<file path="config.mk">
export PLATFORM = sky130hd
export DESIGN_NAME = panel_cmd_capture
export DESIGN_NICKNAME = d
export VERILOG_FILES = /design/src/rtl/panel_cmd_capture_pkg.sv /design/src/rtl/panel_cmd_capture_key_debounce.sv /design/src/rtl/panel_cmd_capture.sv
export SDC_FILE = /design/constraint.sdc
export NUM_CORES = 1
export LEC_CHECK = 0
export ABC_AREA = 1
export CORE_MARGIN = 2
export CORE_UTILIZATION = 45
export DETAILED_ROUTE_END_ITERATION = 8
export PLACE_DENSITY = 0.71
export SLEW_MARGIN = 0
export SYNTH_ARGS = -nofsm -noshare
export SYNTH_HDL_FRONTEND = slang
export SYNTH_SLANG_ARGS = --single-unit
</file>
<file path="constraint.sdc">
create_clock -name clk_50M -period 2.64 [get_ports clk_50M]
set_input_delay 0.792 -clock clk_50M [delete_from_list [all_inputs] [get_ports clk_50M]]
set_output_delay 0.792 -clock clk_50M [all_outputs]
set_load 0.01 [all_outputs]
</file>
<file path="src/rtl/panel_cmd_capture_pkg.sv">
// Shared status codes and FSM state encodings for the front-panel command capture block.
package panel_cmd_capture_pkg;

  // Status codes consumed by the 7-segment decoder.
  typedef enum logic [2:0] {
    TsIdle   = 3'd0,
    TsDone   = 3'd1,
    TsRun    = 3'd2,
    TsSwFull = 3'd3,
    TsSrcAdr = 3'd4,
    TsDstAdr = 3'd5,
    TsData16 = 3'd6
  } status_e;

  typedef enum logic [2:0] {
    StIdle = 3'd0,
    StSrc  = 3'd1,
    StDst  = 3'd2,
    StDlo  = 3'd3,
    StDhi  = 3'd4,
    StSend = 3'd5,
    StDone = 3'd6
  } state_e;

  function automatic status_e status_of(input state_e st, input logic err);
    status_e code;
    if (err) begin
      code = TsSwFull;
    end else begin
      case (st)
        StIdle:       code = TsIdle;
        StSrc:        code = TsSrcAdr;
        StDst:        code = TsDstAdr;
        StDlo, StDhi: code = TsData16;
        StSend:       code = TsRun;
        StDone:       code = TsDone;
        default:      code = TsIdle;
      endcase
    end
    return code;
  endfunction

endpackage

</file>
<file path="src/rtl/panel_cmd_capture_key_debounce.sv">
// Enter-key conditioning: 2-flop synchronizer, stability counter and one-clock press pulse.
module key_debounce #(
  parameter int unsigned DEBOUNCE_CYCLES = 500000,
  parameter int unsigned CNT_W           = 19
) (
  input  logic clk,
  input  logic rst,
  input  logic key_bar,
  output logic pulse
);

  localparam logic [CNT_W-1:0] CntLast = CNT_W'(DEBOUNCE_CYCLES - 1);

  logic             sync1_q;
  logic             sync2_q;
  logic             level_q;
  logic             pulse_q;
  logic [CNT_W-1:0] cnt_q;

  // The accepted level comes out of reset as "pressed", so a key held through reset
  // must first be seen released before a new press can fire.
  always_ff @(posedge clk) begin
    if (rst) begin
      sync1_q <= 1'b0;
      sync2_q <= 1'b0;
      level_q <= 1'b1;
      pulse_q <= 1'b0;
      cnt_q   <= '0;
    end else begin
      sync1_q <= ~key_bar;
      sync2_q <= sync1_q;
      pulse_q <= 1'b0;
      if (sync2_q == level_q) begin
        cnt_q <= '0;
      end else if (cnt_q == CntLast) begin
        cnt_q   <= '0;
        level_q <= sync2_q;
        pulse_q <= sync2_q;
      end else begin
        cnt_q <= cnt_q + CNT_W'(1);
      end
    end
  end

  assign pulse = pulse_q;

endmodule

</file>
<file path="src/rtl/panel_cmd_capture.sv">
// Front-panel command entry: steps through src/dst/data capture on debounced enter presses
// and hands the finished command downstream over valid/ready.
module panel_cmd_capture
  import panel_cmd_capture_pkg::*;
#(
  parameter int unsigned DEBOUNCE_CYCLES = 500000,
  parameter int unsigned CNT_W           = 19
) (
  input  logic        clk_50M,
  input  logic        rst,
  input  logic        enter_bar,
  input  logic        cancel,
  input  logic [9:0]  sw,
  input  logic        cmd_ready,
  output logic        cmd_valid,
  output logic [7:0]  cmd_src,
  output logic [7:0]  cmd_dst,
  output logic [15:0] cmd_data,
  output logic [2:0]  ts,
  output logic [15:0] disp_data
);

  logic enter_pulse;

  key_debounce #(
    .DEBOUNCE_CYCLES(DEBOUNCE_CYCLES),
    .CNT_W          (CNT_W)
  ) u_key_debounce (
    .clk    (clk_50M),
    .rst    (rst),
    .key_bar(enter_bar),
    .pulse  (enter_pulse)
  );

  state_e      state_q, state_d;
  logic        err_q, err_d;
  logic        valid_q, valid_d;
  logic [7:0]  src_q, src_d;
  logic [7:0]  dst_q, dst_d;
  logic [15:0] data_q, data_d;
  status_e     ts_q;
  logic [15:0] disp_q, disp_d;

  logic range_bad;
  logic capture_st;
  logic capture_ok;

  always_comb begin
    state_d    = state_q;
    err_d      = err_q;
    valid_d    = valid_q;
    src_d      = src_q;
    dst_d      = dst_q;
    data_d     = data_q;
    range_bad  = (sw[9:8] != 2'b00);
    capture_st = (state_q == StSrc) || (state_q == StDst) ||
                 (state_q == StDlo) || (state_q == StDhi);
    capture_ok = enter_pulse && !range_bad;

    // Once in SEND the command is committed, so cancel no longer applies.
    if (cancel && (state_q != StSend)) begin
      state_d = StIdle;
      err_d   = 1'b0;
      valid_d = 1'b0;
      src_d   = '0;
      dst_d   = '0;
      data_d  = '0;
    end else begin
      if (enter_pulse && capture_st) begin
        err_d = range_bad;
      end
      unique case (state_q)
        StIdle: if (enter_pulse) state_d = StSrc;
        StSrc: begin
          if (capture_ok) begin
            src_d   = sw[7:0];
            state_d = StDst;
          end
        end
        StDst: begin
          if (capture_ok) begin
            dst_d   = sw[7:0];
            state_d = StDlo;
          end
        end
        StDlo: begin
          if (capture_ok) begin
            data_d[7:0] = sw[7:0];
            state_d     = StDhi;
          end
        end
        StDhi: begin
          if (capture_ok) begin
            data_d[15:8] = sw[7:0];
            state_d      = StSend;
            valid_d      = 1'b1;
          end
        end
        StSend: begin
          if (valid_q && cmd_ready) begin
            state_d = StDone;
            valid_d = 1'b0;
          end
        end
        StDone: if (enter_pulse) state_d = StIdle;
        default: state_d = StIdle;
      endcase
    end
  end

  always_comb begin
    disp_d = '0;
    if (err_q) begin
      disp_d = {6'b0, sw};
    end else begin
      case (state_q)
        StSrc, StDst, StDlo: disp_d = {8'h00, sw[7:0]};
        StDhi:               disp_d = {sw[7:0], data_q[7:0]};
        StSend, StDone:      disp_d = data_q;
        default:             disp_d = '0;
      endcase
    end
  end

  always_ff @(posedge clk_50M) begin
    if (rst) begin
      state_q <= StIdle;
      err_q   <= 1'b0;
      valid_q <= 1'b0;
      src_q   <= '0;
      dst_q   <= '0;
      data_q  <= '0;
      ts_q    <= TsIdle;
      disp_q  <= '0;
    end else begin
      state_q <= state_d;
      err_q   <= err_d;
      valid_q <= valid_d;
      src_q   <= src_d;
      dst_q   <= dst_d;
      data_q  <= data_d;
      ts_q    <= status_of(state_d, err_d);
      disp_q  <= disp_d;
    end
  end

  assign cmd_valid = valid_q;
  assign cmd_src   = src_q;
  assign cmd_dst   = dst_q;
  assign cmd_data  = data_q;
  assign ts        = ts_q;
  assign disp_data = disp_q;

endmodule
</file>
---- Word level (Yosys, flattened, before mapping) ----
Index checks and enable logic that the tools add are counted.
word-level totals
  register bits ........................... 79
  bits in writable memories ............... 0
  memories kept ........................... 0
  input bits .............................. 15
  logic and storage cells ................. 80
  bits in latches ......................... 0
  memory bits (read-only) ................. 0
  output and inout port bits .............. 52
cells by class
  div/mod/pow operators ................... 0
  bitwise operators ....................... 3
  add/subtract/negate cells ............... 1
  magnitude comparators ................... 0
  reductions and logical operators ........ 25
  shift operators ......................... 0
  eq/ne operators ......................... 17
  multiply operators ...................... 0
  muxes and demuxes ....................... 18
operators with widths
  cell                     count
  $pmux W16 S3             1
  $mux W3                  8
  $pmux W3 S7              1
  $add A19 B1 Y19 const B  1
  $eq A19 B19 Y1 const B   1
  $eq A3 B3 Y1 const B     6
  $pmux W3 S5              1
  $eq A3 B2 Y1 const B     4
  $mux W10                 1
  $reduce_and A2 Y1        5
  $reduce_or A2 Y1         5
  $reduce_or A3 Y1         3
  $eq A3 B1 Y1 const B     2
  $logic_and A1 B1 Y1      4
  $mux W1                  4
  $ne A2 B2 Y1 const B     2
  $reduce_bool A2 Y1       2
  $logic_not A3 Y1         1
  $logic_or A1 B1 Y1       3
  $ne A3 B3 Y1 const B     1
  $not A1 Y1               3
  $reduce_and A3 Y1        1
  $mux W2                  1
  $pmux W1 S2              1
  2 further kinds          2

---- Depth between registers and ports, before layout ----
Gate-level depths: netlist of run 1.
  depth after elaboration ................. 10
  mapped depth ............................ 11
  gate-level depth less buffers ........... 10

---- Modules after synthesis ----
A second synthesis of run 1 with hierarchy kept.
unflattened totals
  cell total of the unflattened synthesis .. 444
  area total of the unflattened synthesis .. 3709.8 sq um
by module, submodules not included
  module             instances  cells an instance  area an instance (sq um)  sequential area each (sq um)
  panel_cmd_capture  1          282                2473.6                    1121.1
  key_debounce       1          162                1236.2                    460.4

---- Worst setup path before layout of run 1 ----
OpenSTA, ideal clock, no wires.
  path type ............................... input port to flip-flop
  start ................................... input port sw[9]
  end ..................................... register ts_q[1], in the netlist ts[1]
  library setup time ...................... 0.128 ns
  slack ................................... 0.843 ns
  data arrival time ....................... 1.670 ns
  stages .................................. 10
  data required time ...................... 2.512 ns
  cells stage by stage .................... nor2_2 -> nand2_2 -> inv_2 -> nand2_2 -> clkinv_2 -> nor2_1 -> nand3_1 -> nand2_1 -> nor2_1 -> nor2_1
between the ends
  longest elaborated chain between the ends .. 10
  elaborated cells between the ends (all ways) .. 20
RTL lines
  element                                       line                         text
  from (decl)                                   panel_cmd_capture.sv:13      input logic [9:0] sw,
  $reduce_bool A2 Y1 (*)                        panel_cmd_capture.sv:55      range_bad = (sw[9:8] != 2'b00);
  $logic_not A1 Y1                              panel_cmd_capture.sv:58      capture_ok = enter_pulse && !range_bad;
  $logic_and A1 B1 Y1                           panel_cmd_capture.sv:58
  $mux W3, on equally long branches             n/a
  $pmux W3 S7                                   panel_cmd_capture.sv:72      unique case (state_q)
  $mux W3                                       panel_cmd_capture.sv:61      if (cancel && (state_q != StSend)) begin
  $eq A3 B2 Y1 or $eq A3 B3 Y1 (tied branches)  panel_cmd_capture_pkg.sv:30  case (st)
  $reduce_or A2 Y1                              panel_cmd_capture_pkg.sv:30
  $pmux W3 S5                                   panel_cmd_capture_pkg.sv:30
  $mux W2 (*)                                   panel_cmd_capture_pkg.sv:27  if (err) begin
  to (signal assigned)                          panel_cmd_capture.sv:133     ts_q <= TsIdle;
  to (signal assigned)                          panel_cmd_capture.sv:142     ts_q <= status_of(state_d, err_d);
  to (decl)                                     panel_cmd_capture.sv:41      status_e ts_q;
Every way passes the cells marked *; elsewhere a longest branch is shown, timed or not.
A chain may end at the register's enable or synchronous reset.

---- Worst setup path in the final report of run 1 ----
  start ................................... register data_q[2], in the netlist cmd_data[2]
  end ..................................... output port cmd_data[2]
RTL lines
  element                 line                      text
  from (decl)             panel_cmd_capture.sv:40   logic [15:0] data_q, data_d;
  from (signal assigned)  panel_cmd_capture.sv:141  data_q <= data_d;
  to (decl)               panel_cmd_capture.sv:18   output logic [15:0] cmd_data,
No word-level cell between the ends.

==> flow_summary.ini, run 1 <==
[floorplan]
core_area_um2 = 7330
die_area_um2 = 8350
dieHeight_um = 91.4
pin_count = 67
rows = 31
die_x_um = 91.4
start_util_pct = 46.9

[drt]
wl_per_cell_um = 13.9
antenna_left = 0
wirelength_um = 8250
vias = 3104
drt-pass1-iter-count = 4
drc = 0
drtIter0Drc = 170
vias_per_cell = 5.22

[worst_setup_path]
rr_worst_depth = 6
cpPeakStageDelay_ps = 560
cp_top_family = buffers and inverters
cp_max_fo = 3
critPathKind = reg -> out
start_kind = register
critical_path_depth = 1
crit_buf_inv = 1
arrival_ps = 1300
crit_required_ps = 1850
crit_chain = clkdlybuf4s50_1
slowest_stage = clkdlybuf4s50_1
endpoint_kind = primary output

[layout]
layout.nets = 507
multiInputGateArea_um2 = 1560
mostFrequentLayoutCells = 79 x dfxtp_1, 68 x nor2_1, 66 x clkdlybuf4s50_1, 48 x nand2_1, 42 x nand3_1
instances_no_fill = 595
syn2layout_area_growth_pct = 26.6
nFillCells = 655
fin_util_pct = 59.3
drive_gt1_share_pct = 11.3
regArea_um2 = 1580
antennaDiodeCount = 0
final_common_cell = dfxtp_1

[sta]
drv_slew = 0
setup_viol = 0
setup_tns_ps = 0
rsz0062_at_grt = false
fin_hold_ws_ps = 405
hold_viol = 0
period_needed_ps = 2090
relSlewSlack_pct = 63.1
finalCritPeriodShare_pct = 79.1
max_freq_mhz = 479
worst_pin_slew_ps = 552
clock_skew_ps = 9.69

[placed_design]
gp_congestion = 0.845
placed_cells = 579
hpwl_um = 6040
io_buffers = 66

[global_routing]
grt.total_usage_pct = 20.9
grt_pass1_wl_um = 14200
gr-total-overflow = 0
grt_pass1_vias = 2943
grt_max_degree = 34
antenna_found_initial = 0

[clocking]
cts_tree = done
cts_made_buffers = 9
clk_latency_ps = 360
ctsResizeCount = 0
cts_htree_levels = 3
clock-root-buffer = clkbuf_8
cts_sinks = 79
hold_buffers = 0
postCtsSetupBuffers = 0
clk_path_buf_depth = 2
path_clk_slew_ps = 80

[pwr]
peakVddDrop_mv = 0.243
leakage_nw = 1.63
power_density_nw_per_um2 = 495

[logic_synthesis]
syn_avg_cell_area_um2 = 8.14
synth_nets = 438
synthArstFlopShare_pct = 0
syn-cell-area_um2 = 3440
yosysSeqAreaShare_pct = 46.0
synth_edf_count = 0
synth-seq-cells = 79
synthFlopType = dfxtp_1
post_synth_num_cell_types = 39
yosysWarningCount = 0
synthCells = 422

[min_path]
hold-path-cell-count = 2
hold_path.class = reg -> reg

[outcome]
status = finished, final reports clean

[flow_run]
maxCapViolations = 0
worst paths after layout:
path / from / endpoint / slack, ps
setup / recovery: cmd_data[2] / cmd_data[2] / 550
hold / removal: u_key_debounce.sync1_q / u_key_debounce.sync2_q / 410
setup reg to reg: state_q[0] / disp_data[14] / 770
hold reg to reg: u_key_debounce.sync1_q / u_key_debounce.sync2_q / 410
cells in the mapped netlist (2+ instances only):
| master | count | share of area [%] |
|---|---|---|
| a211oi_1 | 30 | 6.6 |
| a211oi_2 | 2 | 0.73 |
| a21oi_1 | 19 | 2.8 |
| buf_2 | 6 | 0.87 |
| buf_4 | 3 | 0.66 |
| buf_6 | 5 | 1.6 |
| clkbuf_1 | 2 | 0.22 |
| clkinv_2 | 2 | 0.29 |
| dfxtp_1 | 79 | 46 |
| inv_1 | 36 | 3.9 |
| inv_2 | 2 | 0.22 |
| nand2_1 | 48 | 5.2 |
| nand2_2 | 5 | 0.91 |
| nand2_4 | 3 | 0.98 |
| nand3_1 | 42 | 6.1 |
| nand3_2 | 2 | 0.58 |
| nand4_1 | 11 | 2.0 |
| nor2_1 | 68 | 7.4 |
| nor2_2 | 5 | 0.91 |
| nor2_8 | 2 | 1.2 |
| nor3_1 | 2 | 0.29 |
| nor3_2 | 2 | 0.58 |
| nor3b_1 | 2 | 0.44 |
| o211ai_1 | 2 | 0.44 |
| o21ai_0 | 19 | 2.8 |
| o22ai_1 | 2 | 0.36 |
| xnor2_1 | 3 | 0.76 |
| xor2_1 | 7 | 1.8 |
metrics by stage:
stage / power, mW / area (um2) / worst slack [ps]
after floorplan: 1.26 / 3440 / 843
after global placement: 1.30 / 4160 / 343
after detailed placement: 1.30 / 4160 / 269
after CTS: 2.17 / 4350 / 545
after global routing: 2.23 / 4350 / 470
final: 2.15 / 4350 / 553
sequential cells by signal, summed over array words and instances (netlist names):
| signal | cells |
|---|---|
| cmd_data | 16 |
| cmd_dst | 8 |
| cmd_src | 8 |
| cmd_valid | 1 |
| disp_data | 16 |
| err_q | 1 |
| state_q | 3 |
| ts | 3 |
| u_key_debounce.cnt_q | 19 |
| u_key_debounce.level_q | 1 |
| u_key_debounce.pulse | 1 |
| u_key_debounce.sync1_q | 1 |
| u_key_debounce.sync2_q | 1 |
power breakdown:
group | internal (mW) | leakage [nW] | total (mW) | switching, mW
logic | 0.0299 | 0.894 | 0.0769 | 0.0470
registers | 1.20 | 0.637 | 1.20 | 0.00329
clock network | 0.434 | 0.0960 | 0.876 | 0.443
metal layers:
layer	track usage, %	part of all wire, %	up-vias
met2	32.5	45	120
met3	4.73	6.0	10
met1	28.4	48	1411
met4	7.58	1.2	0
li1	-	-	1563
met5	0	0	-
cells by family (layout without fill, tap and decap cells):
logic type      after synthesis  after routing  synth area share, %
compound gates               77             77                 15.0
buf+inv                      59            133                 8.55
xor+xnor                     10             10                 2.55
fa+ha+maj                     1              1                0.364
simple gates                196            196                 27.6
flops                        79             79                 46.0
layout make-up:
cell class | instances | area share (%)
multi-input combinational | 284 | 35.9
clock inverter | 6 | 1.41
inverter | 41 | 3.65
timing repair buffer | 76 | 16.9
sequential | 79 | 36.4
tap | 99 | 2.85
clock buffer | 10 | 2.93
(Power assumes the default switching activity.)
==> run 2, diff against run 1 <==
- PLACE_DENSITY: 0.71 -> 0.74
- clock period: 2.64 -> 1.7 ns (I/O delays scaled with it)
==> flow_summary.ini, run 2 (synthesis gave the netlist of run 1 again) <==
[placed_design]
post-place-ws_ps = -317
io_buffers = 66
placed_area_um2 = 4310
hpwl_um = 6230
gp_congestion = 0.875

[worst_setup_path]
start_kind = input port
crit_chain = clkdlybuf4s50_1, nor2_4, nand2_4, inv_2, nand2_2, nand4_1, nand2_1, nand2_1, nand2_1, a21oi_1
cp_max_fo = 5
critPathKind = in -> reg
r2r_start = u_key_debounce.cnt_q[0]
ff2ff_setup_slack_ps = 150
cpPeakStageDelay_ps = 460
cp_top_family = simple AND/OR/NAND/NOR gates
path_common_cell = nand2_1
crit_required_ps = 1980
crit_buf_inv = 2
rr_worst_depth = 8
arrival_ps = 1890
endpoint_kind = register
reg2reg_to = u_key_debounce.cnt_q[14]
slowest_stage = clkdlybuf4s50_1

[clocking]
clk_path_buf_depth = 2
clock-root-buffer = clkbuf_8
hold_buffers = 0
postCtsSetupBuffers = 0
cts_htree_levels = 3
clk_latency_ps = 350
path_clk_slew_ps = 80
cts_tree = done
cts_sinks = 79
cts_made_buffers = 9

[flow_run]
maxCapViolations = 0

[pwr]
power_density_nw_per_um2 = 790
p_total_mw = 3.55
peakVddDrop_mv = 0.399
leakage_nw = 2.00

[layout]
final_common_cell = dfxtp_1
largest-register = u_key_debounce.cnt_q
mostFrequentLayoutCells = 76 x dfxtp_1, 67 x nor2_1, 52 x dlygate4sd2_1, 48 x nand2_1, 41 x nand3_1
antennaDiodeCount = 0
finalInstanceArea_um2 = 4490
syn2layout_area_growth_pct = 30.7
layout.nets = 522
largest_register_ffs = 19
drive_gt1_share_pct = 15.1

[sta]
setup_tns_ps = 0
worst_slack_ps = 97.3
relSlewSlack_pct = 79.5
worst_pin_slew_ps = 305
max_freq_mhz = 624
period_needed_ps = 1600
hold_viol = 0
drv_slew = 0
fin_hold_ws_ps = 411
clock_skew_ps = 7.86
setup_viol = 0
finalCritPeriodShare_pct = 94.3

[min_path]
min_to = u_key_debounce.sync2_q
hold-path-cell-count = 2
hp-start = u_key_debounce.sync1_q
hold_path.class = reg -> reg

[global_routing]
gr-total-overflow = 0
grt_pass1_wl_um = 13800
grt_max_degree = 34
grt.total_usage_pct = 20.7
grt_pass1_vias = 2884
antenna_found_initial = 0

[drt]
wl_per_cell_um = 13.9
vias = 3198
antenna_left = 0
drtIter0Drc = 145
vias_per_cell = 5.24
drt-pass1-iter-count = 5
wirelength_um = 8490
drc = 0

[floorplan]
dieHeight_um = 91.4
pin_count = 67
core_area_um2 = 7330
die_area_um2 = 8350
start_util_pct = 46.9
rows = 31
die_x_um = 91.4

[outcome]
status = finished, final reports clean
run 2: cell types whose count changed in the layout (fill, tap and decap cells not counted), moves of 3 or more:
cell / delta
buf_12: +3
buf_4: +12
clkdlybuf4s50_1: -53
clkinv_2: -3
dfxtp_1: -3
dfxtp_2: +3
dlygate4sd2_1: +52
run 2: worst max path at each step:
stage                            start                        to  slack, ps  cells past startpoint
3_3_place_gp                     sw[9]                     ts[2]       -310                     10
5_1_grt        u_key_debounce.cnt_q[0]  u_key_debounce.cnt_q[14]         -1                      8
6_report                         sw[8]                     ts[2]        100                     10
3_5_place_dp                     sw[9]                     ts[1]       -320                     11
2_1_floorplan                    sw[9]                     ts[1]        180                     10
4_1_cts                          sw[9]                     ts[1]         40                     11
run 2: what timing repair did:
| action | in CTS | in global routing |
|---|---|---|
| pin swaps | 0 | 2 |
| endpoints found under the setup margin | 52 | 33 |
| resized for setup | 52 | 9 |
run 2: per-stage QoR:
step,instances,util [%]
global placement,594,58.8
finish,610,61.3
global route,610,61.3
floorplan,422,-
detailed placement,594,58.8
CTS,610,60.9
run 2: layer usage:
| layer | vias to the layer above | global-route usage, % | share of wire, % |
|---|---|---|---|
| met4 | 0 | 7.45 | 1.6 |
| met5 | - | 0 | 0 |
| met2 | 116 | 33.5 | 47 |
| li1 | 1596 | - | - |
| met3 | 16 | 4.81 | 5.9 |
| met1 | 1470 | 26.9 | 45 |
run 2: tightest hold or removal path, stage by stage, from the launching register on:
cell and delay (ps):
dfxtp_1 310, inv_1 40, nor2_1 30
run 2: power breakdown:
group | internal, mW | switching, mW | leakage, nW
Combinational | 0.0616 | 0.0765 | 1.25
Sequential | 1.86 | 0.00462 | 0.639
Clock | 0.838 | 0.710 | 0.107
run 2: layout make-up:
cell class,instances,area [um2]
Clock buffer,10,128
Clock inverter,6,93.8
Inverter,41,159
Timing Repair Buffer,91,823
Sequential cell,79,1590
Tap cell,99,124
Multi-Input combinational cell,284,1580
Fill cell,668,2840
==> run 3, diff against run 2 <==
- PLACE_DENSITY: 0.74 -> 0.71
- clock period: 1.7 -> 1.8 ns (I/O delays scaled with it)
==> flow_summary.ini, run 3 (synthesis gave the netlist of run 1 again) <==
[drt]
wirelength_um = 8100
vias = 3107
drt-pass1-iter-count = 5
antenna_left = 0
drc = 0
vias_per_cell = 5.15
drtIter0Drc = 196
wl_per_cell_um = 13.4

[sta]
worst_pin_slew_ps = 407
max_freq_mhz = 563
hold_viol = 0
relSlewSlack_pct = 72.9
clock_skew_ps = 7.84
drv_slew = 0
finalCritPeriodShare_pct = 98.7
period_needed_ps = 1780
worst_slack_ps = 22.7
setup_tns_ps = 0
fin_hold_ws_ps = 412
setup_viol = 0

[placed_design]
hpwl_um = 5940
io_buffers = 66
post-place-ws_ps = -256
gp_congestion = 0.869

[worst_setup_path]
arrival_ps = 1240
cp_top_family = buffers and inverters
r2r_start = state_q[1]
cpPeakStageDelay_ps = 540
start_kind = register
crit_required_ps = 1260
ff2ff_setup_slack_ps = 140
critical_path_depth = 1
slowest_stage = clkdlybuf4s50_1
reg2reg_to = disp_data[6]
rr_worst_depth = 7
critPathKind = reg -> out
crit_chain = clkdlybuf4s50_1
crit_buf_inv = 1
endpoint_kind = primary output
cp_max_fo = 2

[min_path]
hold-path-cell-count = 2
hp-start = u_key_debounce.sync1_q
hold_path.class = reg -> reg
min_to = u_key_debounce.sync2_q

[layout]
final_common_cell = dfxtp_1
largest-register = u_key_debounce.cnt_q
largest_register_ffs = 19
syn2layout_area_growth_pct = 32.0
mostFrequentLayoutCells = 78 x dfxtp_1, 66 x nor2_1, 48 x nand2_1, 41 x nand3_1, 39 x clkdlybuf4s50_1
antennaDiodeCount = 0
nFillCells = 612
drive_gt1_share_pct = 13.7
layout.nets = 516
fin_util_pct = 61.9

[clocking]
clk_path_buf_depth = 2
cts_sinks = 79
cts_made_buffers = 9
path_clk_slew_ps = 80
clock-root-buffer = clkbuf_8
cts_htree_levels = 3
postCtsSetupBuffers = 0
clk_latency_ps = 340
cts_tree = done
hold_buffers = 0

[floorplan]
die_x_um = 91.4
pin_count = 67
rows = 31
dieHeight_um = 91.4
start_util_pct = 46.9
die_area_um2 = 8350
core_area_um2 = 7330

[flow_run]
maxCapViolations = 0

[global_routing]
antenna_found_initial = 0
gr-total-overflow = 0
grt_pass1_wl_um = 13600
grt_pass1_vias = 2820
grt_max_degree = 34
grt.total_usage_pct = 19.8

[pwr]
p_total_mw = 3.30
peakVddDrop_mv = 0.417
power_density_nw_per_um2 = 727
leakage_nw = 2.05

[outcome]
status = finished, final reports clean
[run 3: how the worst max path moves through the flow]
stage,to,from
3_5_place_dp,ts[1],sw[9]
3_3_place_gp,ts[1],sw[9]
6_report,cmd_dst[3],cmd_dst[3]
4_1_cts,cmd_data[9],cmd_data[9]
5_1_grt,ts[2],sw[9]
2_1_floorplan,ts[1],sw[9]
[run 3: metrics by stage]
step                      std cells  cell area [um2]
after floorplan                 422             3440
after global placement          588             4280
after detailed placement        588             4280
after CTS                       603             4470
after global routing            603             4540
final                           603             4540
[run 3: cell type report]
cell class | count | area, um2 | area share (%)
repair buffers | 85 | 876 | 19.3
multi-input cells | 284 | 1580 | 34.9
inverters | 41 | 161 | 3.56
clock buffers | 9 | 124 | 2.73
flip-flops and latches | 79 | 1580 | 34.9
well taps | 99 | 124 | 2.73
clock inverters | 6 | 86.3 | 1.90
[run 3: metal layers]
layer  up-vias  GRT usage [%]  wire (um)
met1      1431           27.4       3830
met3         6           4.15        429
li1       1578              -          -
met5         -              0          0
met4         0           4.80         58
met2        92           31.4       3780
[run 3: power by group]
part	leakage [nW]	switching, mW	internal, mW
Clock	0.105	0.637	0.771
Combinational	1.31	0.0725	0.0590
Sequential	0.637	0.00416	1.75
[run 3: what timing repair did]
item / CTS / global route
gates resized for setup: 12 / 22
pin swaps: 0 / 1
endpoints found under the setup margin: 12 / 20
